--- config.mk ---
export PLATFORM = sky130hd
export DESIGN_NAME = ex_stage
export DESIGN_NICKNAME = d
export VERILOG_FILES = /design/src/rtl/rv_pkg.sv /design/src/rtl/alu.sv /design/src/rtl/ex_stage.sv
export SDC_FILE = /design/constraint.sdc
export NUM_CORES = 1
export LEC_CHECK = 0
export CAP_MARGIN = 20
export CORE_MARGIN = 2
export CORE_UTILIZATION = 42
export CTS_CLUSTER_SIZE = 24
export DETAILED_ROUTE_END_ITERATION = 7
export HOLD_SLACK_MARGIN = 0.06
export PLACE_DENSITY = 0.68
export SYNTH_ARGS = -nofsm -noshare
export SYNTH_HDL_FRONTEND = slang
export SYNTH_SLANG_ARGS = --single-unit
--- constraint.sdc ---
create_clock -name clk -period 11.45 [get_ports clk]
set_clock_uncertainty 0.2 [all_clocks]
set_input_delay 1.145 -clock clk [delete_from_list [all_inputs] [get_ports clk]]
set_output_delay 1.145 -clock clk [all_outputs]
set_load 0.005 [all_outputs]
--- src/rtl/rv_pkg.sv ---
// Shared RV32I execute-side definitions.
//
// Contents:
//   ALU_* constants : ALU operation codes driven on the 5-bit alu op port.
//                     Codes 1..10 produce a result on y; codes 11..13 are
//                     branch comparisons that only drive cmp_taken.
//   ex_in_t         : decoded-instruction bundle handed from ID to EX.
package rv_pkg;

    localparam logic [4:0] ALU_ADD  = 5'd1;
    localparam logic [4:0] ALU_SUB  = 5'd2;
    localparam logic [4:0] ALU_AND  = 5'd3;
    localparam logic [4:0] ALU_OR   = 5'd4;
    localparam logic [4:0] ALU_XOR  = 5'd5;
    localparam logic [4:0] ALU_SLL  = 5'd6;
    localparam logic [4:0] ALU_SRL  = 5'd7;
    localparam logic [4:0] ALU_SRA  = 5'd8;
    localparam logic [4:0] ALU_SLT  = 5'd9;
    localparam logic [4:0] ALU_SLTU = 5'd10;
    localparam logic [4:0] ALU_BEQ  = 5'd11;
    localparam logic [4:0] ALU_BNE  = 5'd12;
    localparam logic [4:0] ALU_BLT  = 5'd13;

    typedef struct packed {
        logic [31:0] pc;
        logic [31:0] rs1_val;
        logic [31:0] rs2_val;
        logic [4:0]  rs1;
        logic [4:0]  rs2;
        logic [4:0]  rd;
        logic [31:0] imm;
        logic [4:0]  alu_op;
        logic        a_pc;
        logic        b_imm;
        logic        branch;
        logic        br_use_y;
        logic        br_inv;
        logic        jal;
        logic        jalr;
        logic        wb_en;
    } ex_in_t;

endpackage

--- src/rtl/alu.sv ---
// Combinational RV32I ALU.
//
// Ports:
//   op_i        : operation code (rv_pkg ALU_* constants)
//   a_i, b_i    : operands
//   y_o         : arithmetic/logic result (0 for comparison-only codes)
//   cmp_taken_o : branch comparison outcome for BEQ/BNE/BLT codes, else 0
module alu
    import rv_pkg::*;
#(
    parameter int XLEN = 32
) (
    input  logic [4:0]      op_i,
    input  logic [XLEN-1:0] a_i,
    input  logic [XLEN-1:0] b_i,
    output logic [XLEN-1:0] y_o,
    output logic            cmp_taken_o
);

    logic signed [XLEN-1:0] a_s;
    logic signed [XLEN-1:0] b_s;
    logic [4:0]             shamt;

    assign a_s   = a_i;
    assign b_s   = b_i;
    assign shamt = b_i[4:0];

    always_comb begin
        y_o         = '0;
        cmp_taken_o = 1'b0;
        case (op_i)
            ALU_ADD:  y_o = a_i + b_i;
            ALU_SUB:  y_o = a_i - b_i;
            ALU_AND:  y_o = a_i & b_i;
            ALU_OR:   y_o = a_i | b_i;
            ALU_XOR:  y_o = a_i ^ b_i;
            ALU_SLL:  y_o = a_i << shamt;
            ALU_SRL:  y_o = a_i >> shamt;
            ALU_SRA:  y_o = a_s >>> shamt;
            ALU_SLT:  y_o = {{(XLEN-1){1'b0}}, (a_s < b_s)};
            ALU_SLTU: y_o = {{(XLEN-1){1'b0}}, (a_i < b_i)};
            ALU_BEQ:  cmp_taken_o = (a_i == b_i);
            ALU_BNE:  cmp_taken_o = (a_i != b_i);
            ALU_BLT:  cmp_taken_o = (a_s < b_s);
            default:  y_o = '0;
        endcase
    end

endmodule

--- src/rtl/ex_stage.sv ---
// RV32I execute stage with EX/MEM pipeline register.
//
// Accepts one decoded instruction per in_valid/in_ready handshake, resolves
// rs1/rs2 against the MEM and WB forwarding sources, evaluates the ALU and
// control-transfer targets in the accept cycle, and registers the outcome
// into the EX/MEM register (out_* ports, out_valid/out_ready handshake).
//
// Ports:
//   clk, rst_n                 : clock, synchronous active-low reset
//   in_*                       : decoded instruction from ID + handshake
//   mem_fwd_*, wb_fwd_*        : forwarding sources (MEM has priority)
//   flush                      : squash EX/MEM contents and same-cycle accept
//   out_*                      : EX/MEM register contents + handshake
//   redirect_valid/redirect_pc : one-cycle fetch redirect for taken
//                                branches and jumps
module ex_stage
    import rv_pkg::*;
#(
    parameter int XLEN = 32
) (
    input  logic            clk,
    input  logic            rst_n,

    input  logic            in_valid,
    output logic            in_ready,
    input  logic [XLEN-1:0] in_pc,
    input  logic [XLEN-1:0] in_rs1_val,
    input  logic [XLEN-1:0] in_rs2_val,
    input  logic [4:0]      in_rs1,
    input  logic [4:0]      in_rs2,
    input  logic [4:0]      in_rd,
    input  logic [XLEN-1:0] in_imm,
    input  logic [4:0]      in_alu_op,
    input  logic            in_a_pc,
    input  logic            in_b_imm,
    input  logic            in_branch,
    input  logic            in_br_use_y,
    input  logic            in_br_inv,
    input  logic            in_jal,
    input  logic            in_jalr,
    input  logic            in_wb_en,

    input  logic            mem_fwd_en,
    input  logic [4:0]      mem_fwd_rd,
    input  logic [XLEN-1:0] mem_fwd_val,
    input  logic            wb_fwd_en,
    input  logic [4:0]      wb_fwd_rd,
    input  logic [XLEN-1:0] wb_fwd_val,

    input  logic            flush,

    output logic            out_valid,
    input  logic            out_ready,
    output logic [XLEN-1:0] out_result,
    output logic [XLEN-1:0] out_rs2_val,
    output logic [4:0]      out_rd,
    output logic            out_wb_en,

    output logic            redirect_valid,
    output logic [XLEN-1:0] redirect_pc
);

    // Operand resolution: MEM beats WB beats register file; x0 is always 0.
    function automatic logic [XLEN-1:0] fwd_operand(
        input logic [4:0]      idx,
        input logic [XLEN-1:0] rf_val,
        input logic            m_en,
        input logic [4:0]      m_rd,
        input logic [XLEN-1:0] m_val,
        input logic            w_en,
        input logic [4:0]      w_rd,
        input logic [XLEN-1:0] w_val
    );
        logic [XLEN-1:0] r;
        if (idx == 5'd0) begin
            r = '0;
        end else if (m_en && (m_rd == idx)) begin
            r = m_val;
        end else if (w_en && (w_rd == idx)) begin
            r = w_val;
        end else begin
            r = rf_val;
        end
        return r;
    endfunction

    ex_in_t          ins;
    logic [XLEN-1:0] fwd_rs1;
    logic [XLEN-1:0] fwd_rs2;
    logic [XLEN-1:0] alu_a;
    logic [XLEN-1:0] alu_b;
    logic [XLEN-1:0] alu_y;
    logic            alu_cmp;
    logic            br_taken;
    logic            ctrl_taken;
    logic            is_jump;
    logic [XLEN-1:0] target;
    logic [XLEN-1:0] result;
    logic            accept;

    logic            valid_q,  valid_d;
    logic            redir_q,  redir_d;
    logic            wb_q,     wb_d;
    logic [XLEN-1:0] result_q, result_d;
    logic [XLEN-1:0] rs2_q,    rs2_d;
    logic [XLEN-1:0] rpc_q,    rpc_d;
    logic [4:0]      rd_q,     rd_d;

    always_comb begin
        ins          = '0;
        ins.pc       = in_pc;
        ins.rs1_val  = in_rs1_val;
        ins.rs2_val  = in_rs2_val;
        ins.rs1      = in_rs1;
        ins.rs2      = in_rs2;
        ins.rd       = in_rd;
        ins.imm      = in_imm;
        ins.alu_op   = in_alu_op;
        ins.a_pc     = in_a_pc;
        ins.b_imm    = in_b_imm;
        ins.branch   = in_branch;
        ins.br_use_y = in_br_use_y;
        ins.br_inv   = in_br_inv;
        ins.jal      = in_jal;
        ins.jalr     = in_jalr;
        ins.wb_en    = in_wb_en;
    end

    // The register only frees up when it is empty or being drained; flush
    // deliberately does not gate this.
    assign in_ready = !valid_q || out_ready;
    assign accept   = in_valid && in_ready;

    // ---- EX stage: forwarding, ALU, control-transfer resolution ----
    always_comb begin
        fwd_rs1 = fwd_operand(ins.rs1, ins.rs1_val, mem_fwd_en, mem_fwd_rd,
                              mem_fwd_val, wb_fwd_en, wb_fwd_rd, wb_fwd_val);
        fwd_rs2 = fwd_operand(ins.rs2, ins.rs2_val, mem_fwd_en, mem_fwd_rd,
                              mem_fwd_val, wb_fwd_en, wb_fwd_rd, wb_fwd_val);
        alu_a   = ins.a_pc  ? ins.pc  : fwd_rs1;
        alu_b   = ins.b_imm ? ins.imm : fwd_rs2;
    end

    alu #(
        .XLEN (XLEN)
    ) u_alu (
        .op_i        (ins.alu_op),
        .a_i         (alu_a),
        .b_i         (alu_b),
        .y_o         (alu_y),
        .cmp_taken_o (alu_cmp)
    );

    always_comb begin
        is_jump    = ins.jal || ins.jalr;
        // BLTU/BGEU reuse SLTU, so their outcome arrives on y[0].
        br_taken   = (ins.br_use_y ? alu_y[0] : alu_cmp) ^ ins.br_inv;
        ctrl_taken = is_jump || (ins.branch && br_taken);
        if (ins.jalr) begin
            target = (fwd_rs1 + ins.imm) & ~{{(XLEN-1){1'b0}}, 1'b1};
        end else begin
            target = ins.pc + ins.imm;
        end
        result = is_jump ? (ins.pc + {{(XLEN-3){1'b0}}, 3'd4}) : alu_y;
    end

    // ---- EX/MEM register next state ----
    always_comb begin
        valid_d  = valid_q;
        redir_d  = 1'b0;
        wb_d     = wb_q;
        result_d = result_q;
        rs2_d    = rs2_q;
        rpc_d    = rpc_q;
        rd_d     = rd_q;
        if (flush) begin
            valid_d = 1'b0;
        end else if (accept) begin
            valid_d  = 1'b1;
            redir_d  = ctrl_taken;
            // Branches never write back, taken or not.
            wb_d     = ins.wb_en && (ins.rd != 5'd0) && !ins.branch;
            result_d = result;
            rs2_d    = fwd_rs2;
            rpc_d    = target;
            rd_d     = ins.rd;
        end else if (out_ready) begin
            valid_d = 1'b0;
        end
    end

    // ---- EX/MEM register ----
    always_ff @(posedge clk) begin
        if (!rst_n) begin
            valid_q  <= 1'b0;
            redir_q  <= 1'b0;
            wb_q     <= 1'b0;
            result_q <= '0;
            rs2_q    <= '0;
            rpc_q    <= '0;
            rd_q     <= '0;
        end else begin
            valid_q  <= valid_d;
            redir_q  <= redir_d;
            wb_q     <= wb_d;
            result_q <= result_d;
            rs2_q    <= rs2_d;
            rpc_q    <= rpc_d;
            rd_q     <= rd_d;
        end
    end

    assign out_valid      = valid_q;
    assign out_result     = result_q;
    assign out_rs2_val    = rs2_q;
    assign out_rd         = rd_q;
    assign out_wb_en      = wb_q;
    assign redirect_valid = redir_q;
    assign redirect_pc    = rpc_q;

endmodule

==> flow_summary.toml <==
[outcome]
outcome = "finished clean"

[floorplan]
ios = 342
dieArea_sq_um = 46980
rows = 77
core_sq_um = 44410
die_w_um = 216.8
die_y_um = 216.8
initial_core_util_pct = 42.80

[sta]
slew_violations = 0
rsz0062_at_grt = "no"
worst_pin_slew_ns = 1.231
hold_viol = 0
period_minus_slack_ns = 8.388
setup_viol = 0
maxSlewHeadroom_pct = 17.97
clock.fmax_mhz = 119.2
hold_ws_ns = 0.2559
fin_crit_sh_pct = 73.25
tns_ns = 0

[logic_synthesis]
seq_area_frac_synth_pct = 10.95
synth_edf_count = 0
ys_seq_elements = 104
synth_fp_nets = 3149
synthFlopType = "dfxtp_1"
synth_top_area_share_pct = 10.95
synth_area_leaders = "dfxtp_1, ha_1, mux2i_1"
yosysTopAreaCell = "dfxtp_1"
yosys.cell_types.count = 98
syn_inst = 2749
yosysWarningCount = 0
syn_area_sq_um = 19010
syn_area_per_cell_sq_um = 6.916
synthArstFlopShare_pct = 0

[final_layout]
layout_common_cells = "clkdlybuf4s50_1, nor2_1, nand2_1"
layout.cells.most_common = "clkdlybuf4s50_1"
nNetsFinal = 3369
instances_no_fill = 3569
fillCellCount = 4436
utilization_pct = 51.95
drive_above_1_share_pct = 5.279
syn_to_final_growth_pct = 21.38

[route]
drc = 0
wire_per_inst_um = 30.89
drt_iter0_markers = 3506
vias = 24230
drt_pass1_iterations = 8
wl_um = 110300
ant_nets = 0
viasPerCell = 6.790

[worst_setup_path]
reg2reg_slack_ns = 8.09
worstPathArrival_ns = 8.48
reg2reg_from = "out_valid$_SDFFE_PP0P_"
rr_endpoint = "out_result[10]$_SDFFE_PN0P_"
crit_fanout = 42
path_class = "in -> reg"
required_ns = 11.54
start_kind = "input pin"
r2r_cells = 6
end_kind = "flip-flop"

[grt]
grt-ovfl-total = 0
grt_max_degree = 65
antenna_found_initial = 6
grt_use_total_pct = 45.33
grt_pass1_vias = 22830
grt_pass1_wl_um = 156700

[cts]
cts_setup_buffers = 0
path_clk_slew_ns = 0.09
clock_path_buffers = 2
cts_resized = 0
tritoncts = "yes"
clock-root-buffer = "clkbuf_16"
cts_buffers = 9
clk_latency_ns = 0.40
numClockSinks = 104
cts_max_level = 3
cts_hold_buf = 0

[worst_hold_path]
hold_class = "reg -> reg"
holdPathEnd = "out_rd[4]$_SDFFE_PN0P_"
min-delay-start = "out_rd[4]$_SDFFE_PN0P_"
holdPathStages = 2

[place]
gp_congestion = 1.116
dp_cells = 3548
io_buffer_count = 341
hpwl_um = 88430

[job]
max_cap_violations = 0

[pwr]
power_per_cell_area_nw_per_um2 = 90.35
peakVddDrop_uv = 71.78
p_leak_nw = 9.297
area by class of cell:
type	instances	area [sq um]	area share, %
Sequential cell	104	2082	9.023
Clock buffer	9	225.2	0.9760
Clock inverter	7	83.83	0.3633
Multi-Input combinational cell	2336	15610	67.66
Inverter	111	419.2	1.817
Timing Repair Buffer	407	3904	16.92
Tap cell	592	740.7	3.210
Antenna cell	3	7.507	0.03253
sequential cells by signal, summed over array words and instances (netlist names):
register        cells
out_wb_en           1
redirect_pc        32
out_valid           1
out_result         32
out_rd              5
out_rs2_val        32
redirect_valid      1
kinds of logic (layout without fill, tap and decap cells):
logic type	after synthesis	in the layout	synth area share [%]
fa+ha+maj	163	163	10.89
flops	104	104	10.95
mux	207	207	11.08
compound gates	937	937	32.77
xor+xnor	108	108	4.976
buf+inv	309	534	7.115
simple gates	921	921	22.22
other cells	0	3	0
metal layers:
layer  wire length [um]  global-route usage (%)  vias up
li1                   -                       -    10580
met1              41050                   53.70    11460
met2              46980                   69.97     1715
met3              11740                   11.67      468
met4              10400                   35.30       12
met5                 85                       0        -
power by group:
| group | switching [mW] | leakage, nW | internal [mW] |
|---|---|---|---|
| combinational | 0.836 | 8.29 | 0.488 |
| clock | 0.200 | 0.151 | 0.157 |
| sequential | 0.0185 | 0.853 | 0.385 |
| total | 1.05 | 9.30 | 1.03 |
through the flow:
step	power (mW)	instance area (sq um)	worst slack, ns
after CTS	2.031	23050	3.402
final	2.085	23070	3.062
after global routing	2.165	23070	2.959
after global placement	1.672	22740	3.085
after detailed placement	1.675	22740	2.969
after floorplan	1.177	19010	5.411
critical path, cell delays in order:
cell and delay, ns:
clkdlybuf4s50_1 0.61, xor2_1 0.23, nor4_1 0.33, and3_2 0.95
mux2i_1 0.33, o21ba_2 0.17, buf_4 0.51, inv_4 0.42
ha_1 0.36, inv_1 0.09, fa_1 0.22, o21bai_1 0.10
nand4b_1 0.15, nand3_1 0.14, a31o_2 0.28, a31o_1 0.32
a221o_1 0.39, a221o_1 0.43, a21oi_1 0.46, nor2_1 0.10
mux2i_1 0.14, nor4_1 0.44, o21ai_1 0.10
synth_stat cells (all sizes together) (65+ instances only):
master and instances:
nand2 261, nand3 95, buf 78, o21ai 220, a21oi 220, inv 107, clkbuf 120, ha 159
xnor2 65, mux2i 198, nor2 294, nor3 82, dfxtp 104, a31oi 72
worst max path at each step:
stage | startpoint | cells past startpoint | endpoint | slack, ns
finish | wb_fwd_rd[3] | 23 | out_result[30]$_SDFFE_PN0P_ | 3.06
global route | wb_fwd_rd[3] | 23 | out_result[30]$_SDFFE_PN0P_ | 2.96
CTS | wb_fwd_rd[3] | 22 | redirect_valid$_SDFF_PP0_ | 3.40
detailed placement | wb_fwd_rd[3] | 22 | redirect_valid$_SDFF_PP0_ | 2.97
global placement | wb_fwd_rd[1] | 22 | redirect_valid$_SDFF_PP0_ | 3.08
floorplan | in_rs2[1] | 22 | out_result[29]$_SDFFE_PN0P_ | 5.41
(Power assumes the default switching activity.)
